$ cat config.mk
export PLATFORM = sky130hd
export DESIGN_NAME = nes_oam_dma
export DESIGN_NICKNAME = d
export VERILOG_FILES = /design/src/rtl/nes_bus_pkg.sv /design/src/rtl/nes_oam_dma.sv
export SDC_FILE = /design/constraint.sdc
export NUM_CORES = 1
export LEC_CHECK = 0
export ABC_AREA = 0
export BUFFER_PORTS_ARGS = -buffer_cell sky130_fd_sc_hd__buf_2
export CAP_MARGIN = 15
export CORE_AREA = 3 3 102 104
export DETAILED_ROUTE_END_ITERATION = 10
export DIE_AREA = 0 0 105 107
export SLEW_MARGIN = 10
export SYNTH_ARGS = -nofsm -noshare
export SYNTH_HDL_FRONTEND = slang
export SYNTH_SLANG_ARGS = --single-unit
$ cat constraint.sdc
create_clock -name clk -period 2.08 [get_ports clk]
set_input_delay 0.312 -clock clk [delete_from_list [all_inputs] [get_ports clk]]
set_output_delay 0.312 -clock clk [all_outputs]
set_load 0.02 [all_outputs]
$ cat src/rtl/nes_bus_pkg.sv
// Shared CPU-bus definitions: register addresses and the OAM DMA state encoding.
package nes_bus_pkg;

    localparam logic [15:0] ADDR_OAMDMA  = 16'h4014;
    localparam logic [15:0] ADDR_OAMDATA = 16'h2004;

    typedef enum logic [2:0] {
        ST_IDLE  = 3'd0,
        ST_HALT  = 3'd1,
        ST_ALIGN = 3'd2,
        ST_READ  = 3'd3,
        ST_WRITE = 3'd4
    } dma_state_e;

endpackage

$ cat src/rtl/nes_oam_dma.sv
// Sprite DMA: halts the 6502 via rdy and copies page $XX00-$XXFF to the OAM data port,
// one get/put cycle pair per byte.
module nes_oam_dma
    import nes_bus_pkg::*;
#(
    parameter logic [15:0] DMA_REG_ADDR  = ADDR_OAMDMA,
    parameter logic [15:0] OAM_DATA_ADDR = ADDR_OAMDATA
) (
    input  logic        clk,
    input  logic        rst,
    input  logic        ph1_rising,
    input  logic        ph2_falling,
    input  logic [15:0] cpu_ab,
    input  logic [7:0]  cpu_db_out,
    input  logic        cpu_read,
    input  logic [7:0]  db_in,
    output logic        rdy,
    output logic        dma_en,
    output logic [15:0] dma_ab,
    output logic [7:0]  dma_db_out,
    output logic        dma_read,
    output logic        busy
);

    dma_state_e  state_q, state_d;
    logic        put_q, put_d;
    logic [7:0]  page_q, page_d;
    logic [7:0]  idx_q, idx_d;
    logic [7:0]  data_q, data_d;
    logic        halted_q, halted_d;
    logic        rdy_q, rdy_d;
    logic        busy_q, busy_d;
    logic        dma_en_q, dma_en_d;
    logic [15:0] dma_ab_q, dma_ab_d;
    logic [7:0]  dma_db_out_q, dma_db_out_d;
    logic        dma_read_q, dma_read_d;

    always_comb begin
        state_d      = state_q;
        put_d        = put_q;
        page_d       = page_q;
        idx_d        = idx_q;
        data_d       = data_q;
        halted_d     = halted_q;
        rdy_d        = rdy_q;
        busy_d       = busy_q;
        dma_en_d     = dma_en_q;
        dma_ab_d     = dma_ab_q;
        dma_db_out_d = dma_db_out_q;
        dma_read_d   = dma_read_q;

        // Bus-driving outputs change at the start of a CPU cycle, like the CPU's own.
        if (ph1_rising) begin
            case (state_q)
                ST_HALT: begin
                    dma_en_d = 1'b0;
                    if (cpu_read) halted_d = 1'b1;
                end
                ST_READ: begin
                    dma_en_d   = 1'b1;
                    dma_ab_d   = {page_q, idx_q};
                    dma_read_d = 1'b1;
                end
                ST_WRITE: begin
                    dma_ab_d     = OAM_DATA_ADDR;
                    dma_db_out_d = data_q;
                    dma_read_d   = 1'b0;
                end
                default: dma_en_d = 1'b0;
            endcase
        end

        // Sequencing advances at the end of a CPU cycle, when the bus is sampled.
        if (ph2_falling) begin
            put_d = ~put_q;
            case (state_q)
                ST_IDLE: begin
                    if (!cpu_read && cpu_ab == DMA_REG_ADDR) begin
                        page_d  = cpu_db_out;
                        idx_d   = 8'h00;
                        rdy_d   = 1'b0;
                        busy_d  = 1'b1;
                        state_d = ST_HALT;
                    end
                end
                ST_HALT: begin
                    if (halted_q) state_d = put_q ? ST_READ : ST_ALIGN;
                end
                ST_ALIGN: state_d = ST_READ;
                ST_READ: begin
                    data_d  = db_in;
                    state_d = ST_WRITE;
                end
                ST_WRITE: begin
                    if (idx_q == 8'hFF) begin
                        rdy_d    = 1'b1;
                        busy_d   = 1'b0;
                        halted_d = 1'b0;
                        state_d  = ST_IDLE;
                    end else begin
                        idx_d   = idx_q + 8'd1;
                        state_d = ST_READ;
                    end
                end
                default: state_d = ST_IDLE;
            endcase
        end
    end

    always_ff @(posedge clk) begin
        if (!rst) begin
            state_q      <= ST_IDLE;
            put_q        <= 1'b0;
            page_q       <= 8'h00;
            idx_q        <= 8'h00;
            halted_q     <= 1'b0;
            rdy_q        <= 1'b1;
            busy_q       <= 1'b0;
            dma_en_q     <= 1'b0;
            dma_ab_q     <= 16'h0000;
            dma_db_out_q <= 8'h00;
            dma_read_q   <= 1'b1;
        end else begin
            state_q      <= state_d;
            put_q        <= put_d;
            page_q       <= page_d;
            idx_q        <= idx_d;
            halted_q     <= halted_d;
            rdy_q        <= rdy_d;
            busy_q       <= busy_d;
            dma_en_q     <= dma_en_d;
            dma_ab_q     <= dma_ab_d;
            dma_db_out_q <= dma_db_out_d;
            dma_read_q   <= dma_read_d;
        end
    end

    always_ff @(posedge clk) begin
        data_q <= data_d;
    end

    assign rdy        = rdy_q;
    assign dma_en     = dma_en_q;
    assign dma_ab     = dma_ab_q;
    assign dma_db_out = dma_db_out_q;
    assign dma_read   = dma_read_q;
    assign busy       = busy_q;

endmodule

### Yosys cells after proc, flatten, opt, wreduce, memory -nomap -nowiden

Index checks and enable logic that the tools add are counted.

| operators by class | value |
|---|---|
| add/sub/neg operators | 1 |
| $mul | 0 |
| divide/modulo/power cells | 0 |
| magnitude comparators | 0 |
| equal/unequal tests | 10 |
| shift operators | 0 |
| mux-type cells | 23 |
| bitwise logic cells | 2 |
| reduce and logical (&&, ||, !) cells | 13 |

Operator list:

| operator | count |
|---|---|
| case mux 16 bit (2 select lines) | 1 |
| == test 16 x 15 -> 1 bit (second input constant) | 1 |
| 2-to-1 mux 8 bit | 2 |
| case mux 8 bit (2 select lines) | 1 |
| case mux 3 bit (5 select lines) | 1 |
| 2-to-1 mux 1 bit | 11 |
| adder 8 x 1 -> 8 bit (second input constant) | 1 |
| == test 8 bit (second input constant) | 1 |
| != test 2 bit (second input constant) | 4 |
| case mux 1 bit (2 select lines) | 4 |
| AND reduction 2 bit | 4 |
| AND reduction 4 bit | 2 |
| == test 3 x 2 -> 1 bit (second input constant) | 2 |
| 2-to-1 mux 3 bit | 2 |
| AND reduction 3 bit | 2 |
| nonzero test 2 bit | 2 |
| == test 3 x 1 -> 1 bit (second input constant) | 1 |
| == test 3 bit (second input constant) | 1 |
| zero test 3 bit | 1 |
| 2-to-1 mux 2 bit | 1 |
| inverter 1 bit | 2 |
| logical AND 1 bit | 1 |
| zero test 1 bit | 1 |

| word-level totals | value |
|---|---|
| bits in registers | 57 |
| latch bits | 0 |
| bits in writable memories | 0 |
| memory bits (read-only) | 0 |
| bits of input ports | 37 |
| output and inout bits | 28 |
| logic and storage cells | 61 |
| memories | 0 |

### Logic depth before layout (Yosys ltp)

Gate-level depths: netlist (run 1).

| depth | value |
|---|---|
| word-level depth | 6 |
| mapped depth | 7 |
| gate-level depth less buffers | 5 |

### Least setup slack after synthesis (run 1)

Ideal clock, no wire load.

| path | value |
|---|---|
| path type | register to register |
| from | register idx_q[0] |
| to | register rdy_q, in the netlist rdy |
| setup time | 58 ps |
| arrival | 1525 ps |
| data required time | 2022 ps |
| setup slack | 497 ps |
| stages on the path, launching flop included | 6 |
| path buffers | 0 |
| clock period less this slack | 1583 ps |
| cell sequence | dfxtp_1 -> ha_1 -> nand3_2 -> or2_2 -> a211oi_1 -> a311o_2 |

| between the ends | value |
|---|---|
| cells in the longest elaborated chain, start to end | 3 |

Ends and longest elaborated chain:

| what | RTL line | text |
|---|---|---|
| start, declared | nes_oam_dma.sv:28 | `logic [7:0] idx_q, idx_d;` |
| start signal, assigned | nes_oam_dma.sv:127 | `idx_q <= idx_d;` |
| == test 8 bit | nes_oam_dma.sv:95 | `if (idx_q == 8'hFF) begin` |
| != test 2 bit (no source line) | - |  |
| AND reduction 4 bit (no source line) | - |  |
| end signal, assigned | nes_oam_dma.sv:129 | `rdy_q <= rdy_d;` |
| end, declared | nes_oam_dma.sv:31 | `logic rdy_q, rdy_d;` |

No other way between the ends.
A chain may end at the register's enable or synchronous reset.

### Worst setup path in the final report (run 1)

| path | value |
|---|---|
| from | register idx_q[1] |
| to | register rdy_q, in the netlist rdy |

Same word-level chain as after synthesis.

==> reports/summary.txt, run 1 <==
All-Layer GR Usage: 11.6%
total non-filler cell area in the finished layout: 3050 um^2
number of CTS-inserted buffers: 9
Final Hold Fails: 0
core occupancy in the finished layout: 31.7%
Clk pin slew, worst setup/hold paths: 60 ps
sequential fraction of the synthesis area: 51.9%
Setup-failing EPs final: 0
number of buffers added to fix hold violations after cts: 0
HP Class: primary input to register
shortest clock period the worst path allows after layout: 1790 ps
grt total ovfl: 0
total number of vias: 2162
clock tree from TritonCTS: built
hold slack final: 147 ps
NumNets Final: 353
min-delay src: db_in[3]
pin count of the biggest net entering global routing: 34
average cell area after synthesis: 9.46 um^2
multi-input logic area: 1030 um^2
Worst Reg2Reg Path Length in Cells: 5
leakage power: 0.00117 uW
final routed wire length divided by cell count: 13.9 um
half-perimeter wire length of the detailed placement result: 4.59 mm
Final Skew: 5.83 ps
net count of the mapped netlist: 287
first-pass GRT wire length: 10.3 mm
most common cell after layout, fill and taps aside: sky130_fd_sc_hd__buf_2
post-synthesis register bit count: 57
RSZ-0062 raised after global routing: no
total cell area at the placement stage: 2830 um^2
area grow syn2layout: 29.7%
first-pass iteration count of the detailed router: 4
aggregate routed wire length: 6.31 mm
leading cell types in the layout, fill and taps excluded: sky130_fd_sc_hd__buf_2 (64), sky130_fd_sc_hd__dfxtp_1 (49), sky130_fd_sc_hd__nand2_1 (32)
Synth Warn #: 0
Worst EP arrival: 2080 ps
number of max-cap violations: 0
transition time at the pin with the least slew margin: 604 ps
status: finished, final reports clean
ratio of final minimum period to clock period: 86.1%
violation count after the first detailed-routing iteration: 176
Setup crit start kind: register
total standard cell area after synthesis: 2350 um^2
proportion of layout cells with a drive suffix above 1: 31.3%
count of distinct cell types in the synthesized netlist: 51
Primary FF master, synth: sky130_fd_sc_hd__dfxtp_1
number of instances in the synthesized netlist: 249
# diodes: 0
width of the die: 105 um
worst skew pair latency: 340 ps
power per unit of standard cell area: 763 nW/um^2
CP required: 2370 ps
startpoint of the most critical register-to-register path: idx_q[1]
Final TNS setup: 0 ps
fillcell total: 1022
site row count: 36
count of flip-flops with a built-in enable after synthesis: 8
Async S/R FF share, synth: 0%
htree depth: 3
Critical R2R Capture: rdy
final antenna-violating net count: 0
Clk Tree Root Cell: sky130_fd_sc_hd__clkbuf_8
TritonCTS Sinks: 57
antenna violations before repair: 0
via count of the first global-routing pass: 2069
CTS max path bufs: 2
Post-CTS Setup Repair Bufs: 0
endpoint of the worst hold-timing path: data_q[3]
initial core utilization: 24.4%
Die Outline Area: 11200 um^2
overall power after layout: 2330 uW
Setup Crit Path Kind: register to register
chip height: 107 um
critical path peak fanout: 7
pins over their slew limit: 0
DRC violations left: 0
routability congestion estimate from global placement: 0.751
vias per cell: 4.77
setup slack of the most critical reg-to-reg path: 290 ps
kind of end point of the critical path: register
core box area: 9640 um^2
highest clock frequency the design can meet: 559 MHz
Slew HR: 59.7%
total of cells resized after clock tree synthesis: 0
Hold Path Stages: 1
count of boundary I/O pins: 65
area taken by flip-flops and latches: 1220 um^2
Buffers on Ports: 64
maximum ir drop on the vdd rail: 0.219 mV
report_power, final:
part | switching [uW] | internal, uW | leakage (uW)
Sequential | 1.26 | 1120 | 0.000467
Combinational | 37.9 | 36.1 | 0.000594
Clock | 450 | 687 | 0.000114
Total | 489 | 1840 | 0.00117
stage by stage:
step	setup slack, ps	instances
after global routing	163	453
after global placement	343	437
after floorplan	497	249
final	290	453
after CTS	285	453
after detailed placement	270	437
worst max-delay path: stages (launching register included):
cell                       delay [ps]
sky130_fd_sc_hd__dfxtp_1          450
sky130_fd_sc_hd__ha_1             250
sky130_fd_sc_hd__nand3_2          160
sky130_fd_sc_hd__or2_2            360
sky130_fd_sc_hd__a211oi_1         310
sky130_fd_sc_hd__a311o_2          210
cells by family after synthesis:
kind of cell | count (synthesis) | synth area share, %
and+or+nand+nor | 96 | 20.8
muxes | 1 | 0.425
DFF | 57 | 51.9
adders and majority gates | 1 | 0.531
buffers and inverters | 20 | 4.46
AOI/OAI and AO/OA | 73 | 21.6
xor gates and xnor gates | 1 | 0.372
sequential cells by signal, indices dropped and copies added, names as in the netlist:
name and cells:
dma_db_out 8, state_q 3, page_q 8, halted_q 1
dma_en 1, rdy 1, dma_read 1, data_q 8
idx_q 8, busy 1, put_q 1, dma_ab 16
per-layer routing:
layer	vias up	part of all wire, %	track usage (%)
li1	1059	-	-
met1	1028	43	14.0
met2	66	49	18.1
met3	9	6.7	3.67
met4	0	1.6	6.84
met5	-	0	0
how the worst max path moves through the flow:
stage	startpoint	end	slack (ps)	cells past startpoint
after floorplan	idx_q[0]	rdy	500	5
after global placement	ph2_falling	busy	340	6
after detailed placement	ph2_falling	busy	270	6
after CTS	idx_q[1]	rdy	280	5
after global routing	idx_q[1]	idx_q[3]	160	5
final	idx_q[1]	rdy	290	5
cell usage after synthesis, types with 3 or more instances:
master	instances	area (um^2)
sky130_fd_sc_hd__nor2b_1	3	18.8
sky130_fd_sc_hd__a311oi_1	5	43.8
sky130_fd_sc_hd__o21ai_0	10	50.1
sky130_fd_sc_hd__dfxtp_1	49	981
sky130_fd_sc_hd__and3_1	3	18.8
sky130_fd_sc_hd__a22oi_1	14	105
sky130_fd_sc_hd__nor4b_1	3	26.3
sky130_fd_sc_hd__nor2_1	20	75.1
sky130_fd_sc_hd__nand3_1	15	75.1
sky130_fd_sc_hd__clkbuf_1	8	30.0
sky130_fd_sc_hd__a21oi_1	21	105
sky130_fd_sc_hd__edfxtp_1	8	240
sky130_fd_sc_hd__buf_2	5	25.0
sky130_fd_sc_hd__o211ai_1	3	22.5
sky130_fd_sc_hd__a211oi_1	3	22.5
sky130_fd_sc_hd__nor3_1	3	15.0
sky130_fd_sc_hd__nand2_1	32	120
sky130_fd_sc_hd__a41oi_1	3	26.3
layout make-up:
type                       count  area share [%]
timing repair buffer          73            13.1
sequential                    57            40.0
clock inverter                 4            1.56
inverter                       2           0.246
multi-input combinational    172            33.9
tap                          133            5.45
clock buffer                  12            5.78
No activity file was read; power rests on OpenSTA's default activity.
==> inputs of run 2 (changes only) <==
CELL_PAD_IN_SITES_DETAIL_PLACEMENT = 1   (was not set)
CELL_PAD_IN_SITES_GLOBAL_PLACEMENT = 2   (was not set)
PLACE_DENSITY_LB_ADDON = 0.05   (was not set)
REMOVE_ABC_BUFFERS = 1   (was not set)
==> reports/summary.txt, run 2 (synthesis results as in run 1) <==
status: finished, final reports clean (unchanged)
Setup-failing EPs final: 0 (unchanged)
critical path peak fanout: 7 (unchanged)
Final Hold Fails: 0 (unchanged)
total number of vias: 2161 (was 2162)
CP required: 2360 ps (was 2370 ps)
startpoint of the most critical register-to-register path: idx_q[0] (was idx_q[1])
chip height: 107 um (unchanged)
ratio of final minimum period to clock period: 83.8% (was 86.1%)
Post-CTS Setup Repair Bufs: 0 (unchanged)
hold slack final: 159 ps (was 147 ps)
antenna violations before repair: 0 (unchanged)
proportion of layout cells with a drive suffix above 1: 32.4% (was 31.3%)
min-delay src: db_in[0] (was db_in[3])
final routed wire length divided by cell count: 15.8 um (was 13.9 um)
proportion of power drawn by the clock network: 42.2% (was 48.8%)
pin count of the biggest net entering global routing: 27 (was 34)
transition time at the pin with the least slew margin: 488 ps (was 604 ps)
htree depth: 3 (unchanged)
Worst EP arrival: 2020 ps (was 2080 ps)
critical path startpoint: idx_q[0] (was idx_q[1])
Final TNS setup: 0 ps (unchanged)
leakage power: 0.00118 uW (was 0.00117 uW)
via count of the first global-routing pass: 2130 (was 2069)
final antenna-violating net count: 0 (unchanged)
half-perimeter wire length of the detailed placement result: 5.10 mm (was 4.59 mm)
number of max-cap violations: 0 (unchanged)
number of flip-flops in the largest register: 16 (unchanged)
Buffers on Ports: 64 (unchanged)
violation count after the first detailed-routing iteration: 68 (was 176)
# diodes: 0 (unchanged)
Clk Tree Root Cell: sky130_fd_sc_hd__clkbuf_8 (unchanged)
number of buffers added to fix hold violations after cts: 0 (unchanged)
fillcell total: 1180 (was 1022)
highest clock frequency the design can meet: 574 MHz (was 559 MHz)
CTS max path bufs: 2 (unchanged)
Setup crit start kind: register (unchanged)
All-Layer GR Usage: 13.4% (was 11.6%)
site row count: 36 (unchanged)
vias per cell: 4.70 (was 4.77)
routability congestion estimate from global placement: 0.691 (was 0.751)
worst skew pair latency: 330 ps (was 340 ps)
total of cells resized after clock tree synthesis: 0 (unchanged)
combinational cell fraction of total power: 3.6% (was 3.2%)
grt total ovfl: 0 (unchanged)
switch share: 23.7% (was 21.0%)
total routed wire length on the met1 layer: 3.64 mm (was 2.71 mm)
Setup Crit Path Kind: register to register (unchanged)
first-pass GRT wire length: 11.7 mm (was 10.3 mm)
kind of end point of the critical path: register (unchanged)
first-pass iteration count of the detailed router: 4 (unchanged)
clock tree from TritonCTS: built (unchanged)
NumNets Final: 360 (was 353)
top routing layer in use: met4 (unchanged)
Final Skew: 6.22 ps (was 5.83 ps)
core box area: 9640 um^2 (unchanged)
total cell area at the placement stage: 2870 um^2 (was 2830 um^2)
power per unit of standard cell area: 681 nW/um^2 (was 763 nW/um^2)
power share of the sequential group: 54.2% (was 48.0%)
met3 WL: 327 um (was 425 um)
detailed-routed wire length on met2: 3.19 mm (was 3.07 mm)
maximum ir drop on the vdd rail: 0.245 mV (was 0.219 mV)
TritonCTS Sinks: 57 (unchanged)
leading cell types in the layout, fill and taps excluded: sky130_fd_sc_hd__buf_2 (64), sky130_fd_sc_hd__dfxtp_1 (49), sky130_fd_sc_hd__nand2_1 (32) (unchanged)
Die Outline Area: 11200 um^2 (unchanged)
area grow syn2layout: 28.7% (was 29.7%)
count of boundary I/O pins: 65 (unchanged)
number of CTS-inserted buffers: 9 (unchanged)
Slew HR: 67.0% (was 59.7%)
width of the die: 105 um (unchanged)
RSZ-0062 raised after global routing: no (unchanged)
HP Class: primary input to register (unchanged)
initial core utilization: 24.4% (unchanged)
total non-filler cell area in the finished layout: 3030 um^2 (was 3050 um^2)
shortest clock period the worst path allows after layout: 1740 ps (was 1790 ps)
Clk pin slew, worst setup/hold paths: 70 ps (was 60 ps)
most common cell after layout, fill and taps aside: sky130_fd_sc_hd__buf_2 (unchanged)
internal portion of total power: 1580 uW (was 1840 uW)
aggregate routed wire length: 7.25 mm (was 6.31 mm)
pins over their slew limit: 0 (unchanged)
net load switching power: 490 uW (was 489 uW)
DRC violations left: 0 (unchanged)
==> run 2: cell count changes in the layout (fill, tap and decap cells not counted), sizes merged <==
cell / change
buf: +7
bufinv: -1
clkbuf: -2
clkinv: +2
inv: +1
==> run 2: layer usage <==
layer  up-vias  track usage (%)
met5         -                0
met4         0             4.78
met3         7             3.43
met2        54             20.9
met1      1032             18.0
li1       1068                -
==> run 2: layout make-up <==
cell class,count,area (um^2),share of cell area (%)
flip-flops and latches,57,1220,40.3
clock buffers,10,128,4.21
multi-input cells,172,1030,34.1
inverters,2,7.51,0.248
clock inverters,6,33.8,1.11
well taps,133,166,5.49
repair buffers,80,440,14.5
==> run 2: through the flow <==
| step | cells | util (%) | power [uW] | worst slack, ps |
|---|---|---|---|---|
| final | 460 | 31.5 | 2060 | 336 |
| after global routing | 460 | 31.5 | 2180 | 159 |
| after CTS | 460 | 31.5 | 2120 | 326 |
| after detailed placement | 444 | 29.8 | 1220 | 233 |
| after global placement | 444 | 29.8 | 1220 | 275 |
| after floorplan | 231 | - | 1160 | 199 |
==> run 2: power by group through the flow <==
stage / sequential, uW / combinational, uW / clock [uW]
after floorplan: 1140 / 17.7 / 0
after CTS: 1120 / 76.6 / 922
after global routing: 1120 / 83.5 / 978
final: 1120 / 74.4 / 872
after global placement: 1140 / 75.0 / 0
after detailed placement: 1140 / 76.0 / 0
==> run 2: path summary, 6_finish.rpt <==
path,slack (ps),cells past startpoint,endpoint
worst max-delay path,340,5,rdy
worst min register to register,450,2,dma_db_out[7]
worst min-delay path,160,1,data_q[0]
worst max register to register,340,5,rdy
==> run 2: worst max-delay path, stage by stage, from the launching register on <==
cell and delay, ps:
sky130_fd_sc_hd__dfxtp_1 340, sky130_fd_sc_hd__ha_1 210, sky130_fd_sc_hd__nand3_2 180, sky130_fd_sc_hd__or2_2 370, sky130_fd_sc_hd__a211oi_1 360, sky130_fd_sc_hd__a311o_2 230
==> inputs of run 3 (changes only) <==
clock period = 1.7 ns   (was 2.08 ns; I/O delays follow)
==> reports/summary.txt, run 3 (synthesis results as in run 1) <==
number of max-cap violations: 0 (unchanged)
CP required: 1900 ps (was 2360 ps)
shortest clock period the worst path allows after layout: 1580 ps (was 1740 ps)
first-pass iteration count of the detailed router: 4 (unchanged)
Critical R2R Capture: idx_q[3] (was rdy)
final routed wire length divided by cell count: 15.1 um (was 15.8 um)
Hold Path Stages: 1 (unchanged)
number of CTS-inserted buffers: 9 (unchanged)
leakage power: 0.00129 uW (was 0.00118 uW)
final antenna-violating net count: 0 (unchanged)
core occupancy in the finished layout: 33.8% (was 31.5%)
largest stage delay on the critical path: 340 ps (was 370 ps)
first-pass GRT wire length: 12.0 mm (was 11.7 mm)
area grow syn2layout: 38.4% (was 28.7%)
via count of the first global-routing pass: 2261 (was 2130)
NumNets Final: 376 (was 360)
Setup Crit Path Kind: register to register (unchanged)
series of cell instances along the critical path: ha_2, nand3_2, buf_4, o211a_4, a41oi_1, a311oi_2 (was ha_1, nand3_2, or2_2, a211oi_1, a311o_2)
Worst EP arrival: 1780 ps (was 2020 ps)
total cell area at the placement stage: 2990 um^2 (was 2870 um^2)
min-delay src: db_in[7] (was db_in[0])
half-perimeter wire length of the detailed placement result: 5.28 mm (was 5.10 mm)
chip height: 107 um (unchanged)
site row count: 36 (unchanged)
violation count after the first detailed-routing iteration: 91 (was 68)
antenna violations before repair: 0 (unchanged)
# diodes: 0 (unchanged)
Final Skew: 9.72 ps (was 6.22 ps)
maximum ir drop on the vdd rail: 0.340 mV (was 0.245 mV)
Cell Count, Final, Fillers Out: 476 (was 460)
Worst Reg2Reg Path Length in Cells: 6 (was 5)
overall power after layout: 2860 uW (was 2060 uW)
critical path peak fanout: 7 (unchanged)
Setup-failing EPs final: 0 (unchanged)
startpoint of the most critical register-to-register path: idx_q[0] (unchanged)
htree depth: 3 (unchanged)
core box area: 9640 um^2 (unchanged)
clock tree from TritonCTS: built (unchanged)
All-Layer GR Usage: 13.6% (was 13.4%)
Clk Tree Root Cell: sky130_fd_sc_hd__clkbuf_8 (unchanged)
number of buffers added to fix hold violations after cts: 0 (unchanged)
leading cell types in the layout, fill and taps excluded: sky130_fd_sc_hd__buf_2 (64), sky130_fd_sc_hd__dfxtp_1 (46), sky130_fd_sc_hd__nand2_1 (32) (was sky130_fd_sc_hd__buf_2 (64), sky130_fd_sc_hd__dfxtp_1 (49), sky130_fd_sc_hd__nand2_1 (32))
width of the die: 105 um (unchanged)
power per unit of standard cell area: 877 nW/um^2 (was 681 nW/um^2)
TritonCTS Sinks: 57 (unchanged)
pins over their slew limit: 0 (unchanged)
kind of end point of the critical path: register (unchanged)
status: finished, final reports clean (unchanged)
total non-filler cell area in the finished layout: 3260 um^2 (was 3030 um^2)
count of boundary I/O pins: 65 (unchanged)
vias per cell: 4.65 (was 4.70)
endpoint of the worst hold-timing path: data_q[7] (was data_q[0])
grt total ovfl: 0 (unchanged)
initial core utilization: 24.4% (unchanged)
Slew HR: 65.3% (was 67.0%)
HP Class: primary input to register (unchanged)
ratio of final minimum period to clock period: 92.7% (was 83.8%)
DRC violations left: 0 (unchanged)
Setup crit start kind: register (unchanged)
Buffers on Ports: 64 (unchanged)
total number of vias: 2214 (was 2161)
pin count of the biggest net entering global routing: 24 (was 27)
CTS max path bufs: 2 (unchanged)
Die Outline Area: 11200 um^2 (unchanged)
setup slack of the most critical reg-to-reg path: 120 ps (was 340 ps)
Final Hold Fails: 0 (unchanged)
proportion of layout cells with a drive suffix above 1: 38.5% (was 32.4%)
routability congestion estimate from global placement: 0.707 (was 0.691)
slowest library cell on the worst path: sky130_fd_sc_hd__dfxtp_1 (was sky130_fd_sc_hd__or2_2)
Clk pin slew, worst setup/hold paths: 70 ps (about the same)
most common cell after layout, fill and taps aside: sky130_fd_sc_hd__buf_2 (unchanged)
transition time at the pin with the least slew margin: 515 ps (was 488 ps)
hold slack final: 90.4 ps (was 159 ps)
worst skew pair latency: 340 ps (was 330 ps)
number of flip-flops in the largest register: 16 (unchanged)
aggregate routed wire length: 7.21 mm (was 7.25 mm)
RSZ-0062 raised after global routing: no (unchanged)
# placed instances: 458 (was 444)
highest clock frequency the design can meet: 634 MHz (was 574 MHz)
run 3: cell types whose count changed in the layout (fill, tap and decap cells not counted), moves of 2 or more:
cell / change
sky130_fd_sc_hd__a311oi_1: -2
sky130_fd_sc_hd__a311oi_2: +2
sky130_fd_sc_hd__buf_4: +15
sky130_fd_sc_hd__bufinv_16: +2
sky130_fd_sc_hd__clkinv_2: -2
sky130_fd_sc_hd__clkinv_4: +2
sky130_fd_sc_hd__dfxtp_1: -3
sky130_fd_sc_hd__dfxtp_2: +3
run 3: area by class of cell:
cell class / instances / area [um^2]
clock buffers: 9 / 124
clock inverters: 7 / 95.1
fillers: 1157 / 6380
inverters: 2 / 7.51
multi-input cells: 172 / 1070
flip-flops and latches: 57 / 1220
well taps: 133 / 166
repair buffers: 96 / 573
run 3: worst max-delay path: cells and delay by family, from the launching register on:
| kind | cells | cell delay, ps |
|---|---|---|
| AOI/OAI and AO/OA | 3 | 620 |
| DFF | 1 | 340 |
| adders and majority gates | 1 | 210 |
| buffers and inverters | 1 | 170 |
| and+or+nand+nor | 1 | 100 |
run 3: worst max path at each step:
stage / slack (ps) / endpoint / startpoint
final: 120 / idx_q[3] / idx_q[0]
after floorplan: -180 / dma_ab[0] / state_q[1]
after detailed placement: -50 / idx_q[3] / idx_q[0]
after CTS: 4 / idx_q[3] / idx_q[0]
after global placement: -10 / rdy / cpu_ab[5]
after global routing: 20 / busy / idx_q[0]
run 3: layer usage:
layer / up-vias / routed length (um) / global-route usage (%) / part of all wire (%)
li1: 1101 / - / - / -
met1: 1039 / 3490 / 18.2 / 48
met2: 63 / 3220 / 21.3 / 45
met3: 11 / 378 / 3.55 / 5.2
met4: 0 / 114 / 5.06 / 1.6
met5: - / 0 / 0 / 0
run 3: what timing repair did:
item,CTS,global route
pin swaps,1,2
gates resized for setup,0,10
endpoints found under the setup margin,2,16
buffers inserted,1,1
run 3: power breakdown:
group / switching, uW / internal (uW) / total, uW / leakage [uW]
clock network: 569 / 824 / 1390 / 0.000109
registers: 1.56 / 1370 / 1370 / 0.000468
logic: 49.6 / 46.6 / 96.2 / 0.000708
run 3: stage by stage:
step           setup TNS (ps)  worst slack, ps
2_1_floorplan           -2540             -181
3_3_place_gp            -36.4            -14.4
3_5_place_dp             -148            -49.1
4_1_cts                     0             3.69
5_1_grt                     0             22.8
6_report                    0              124
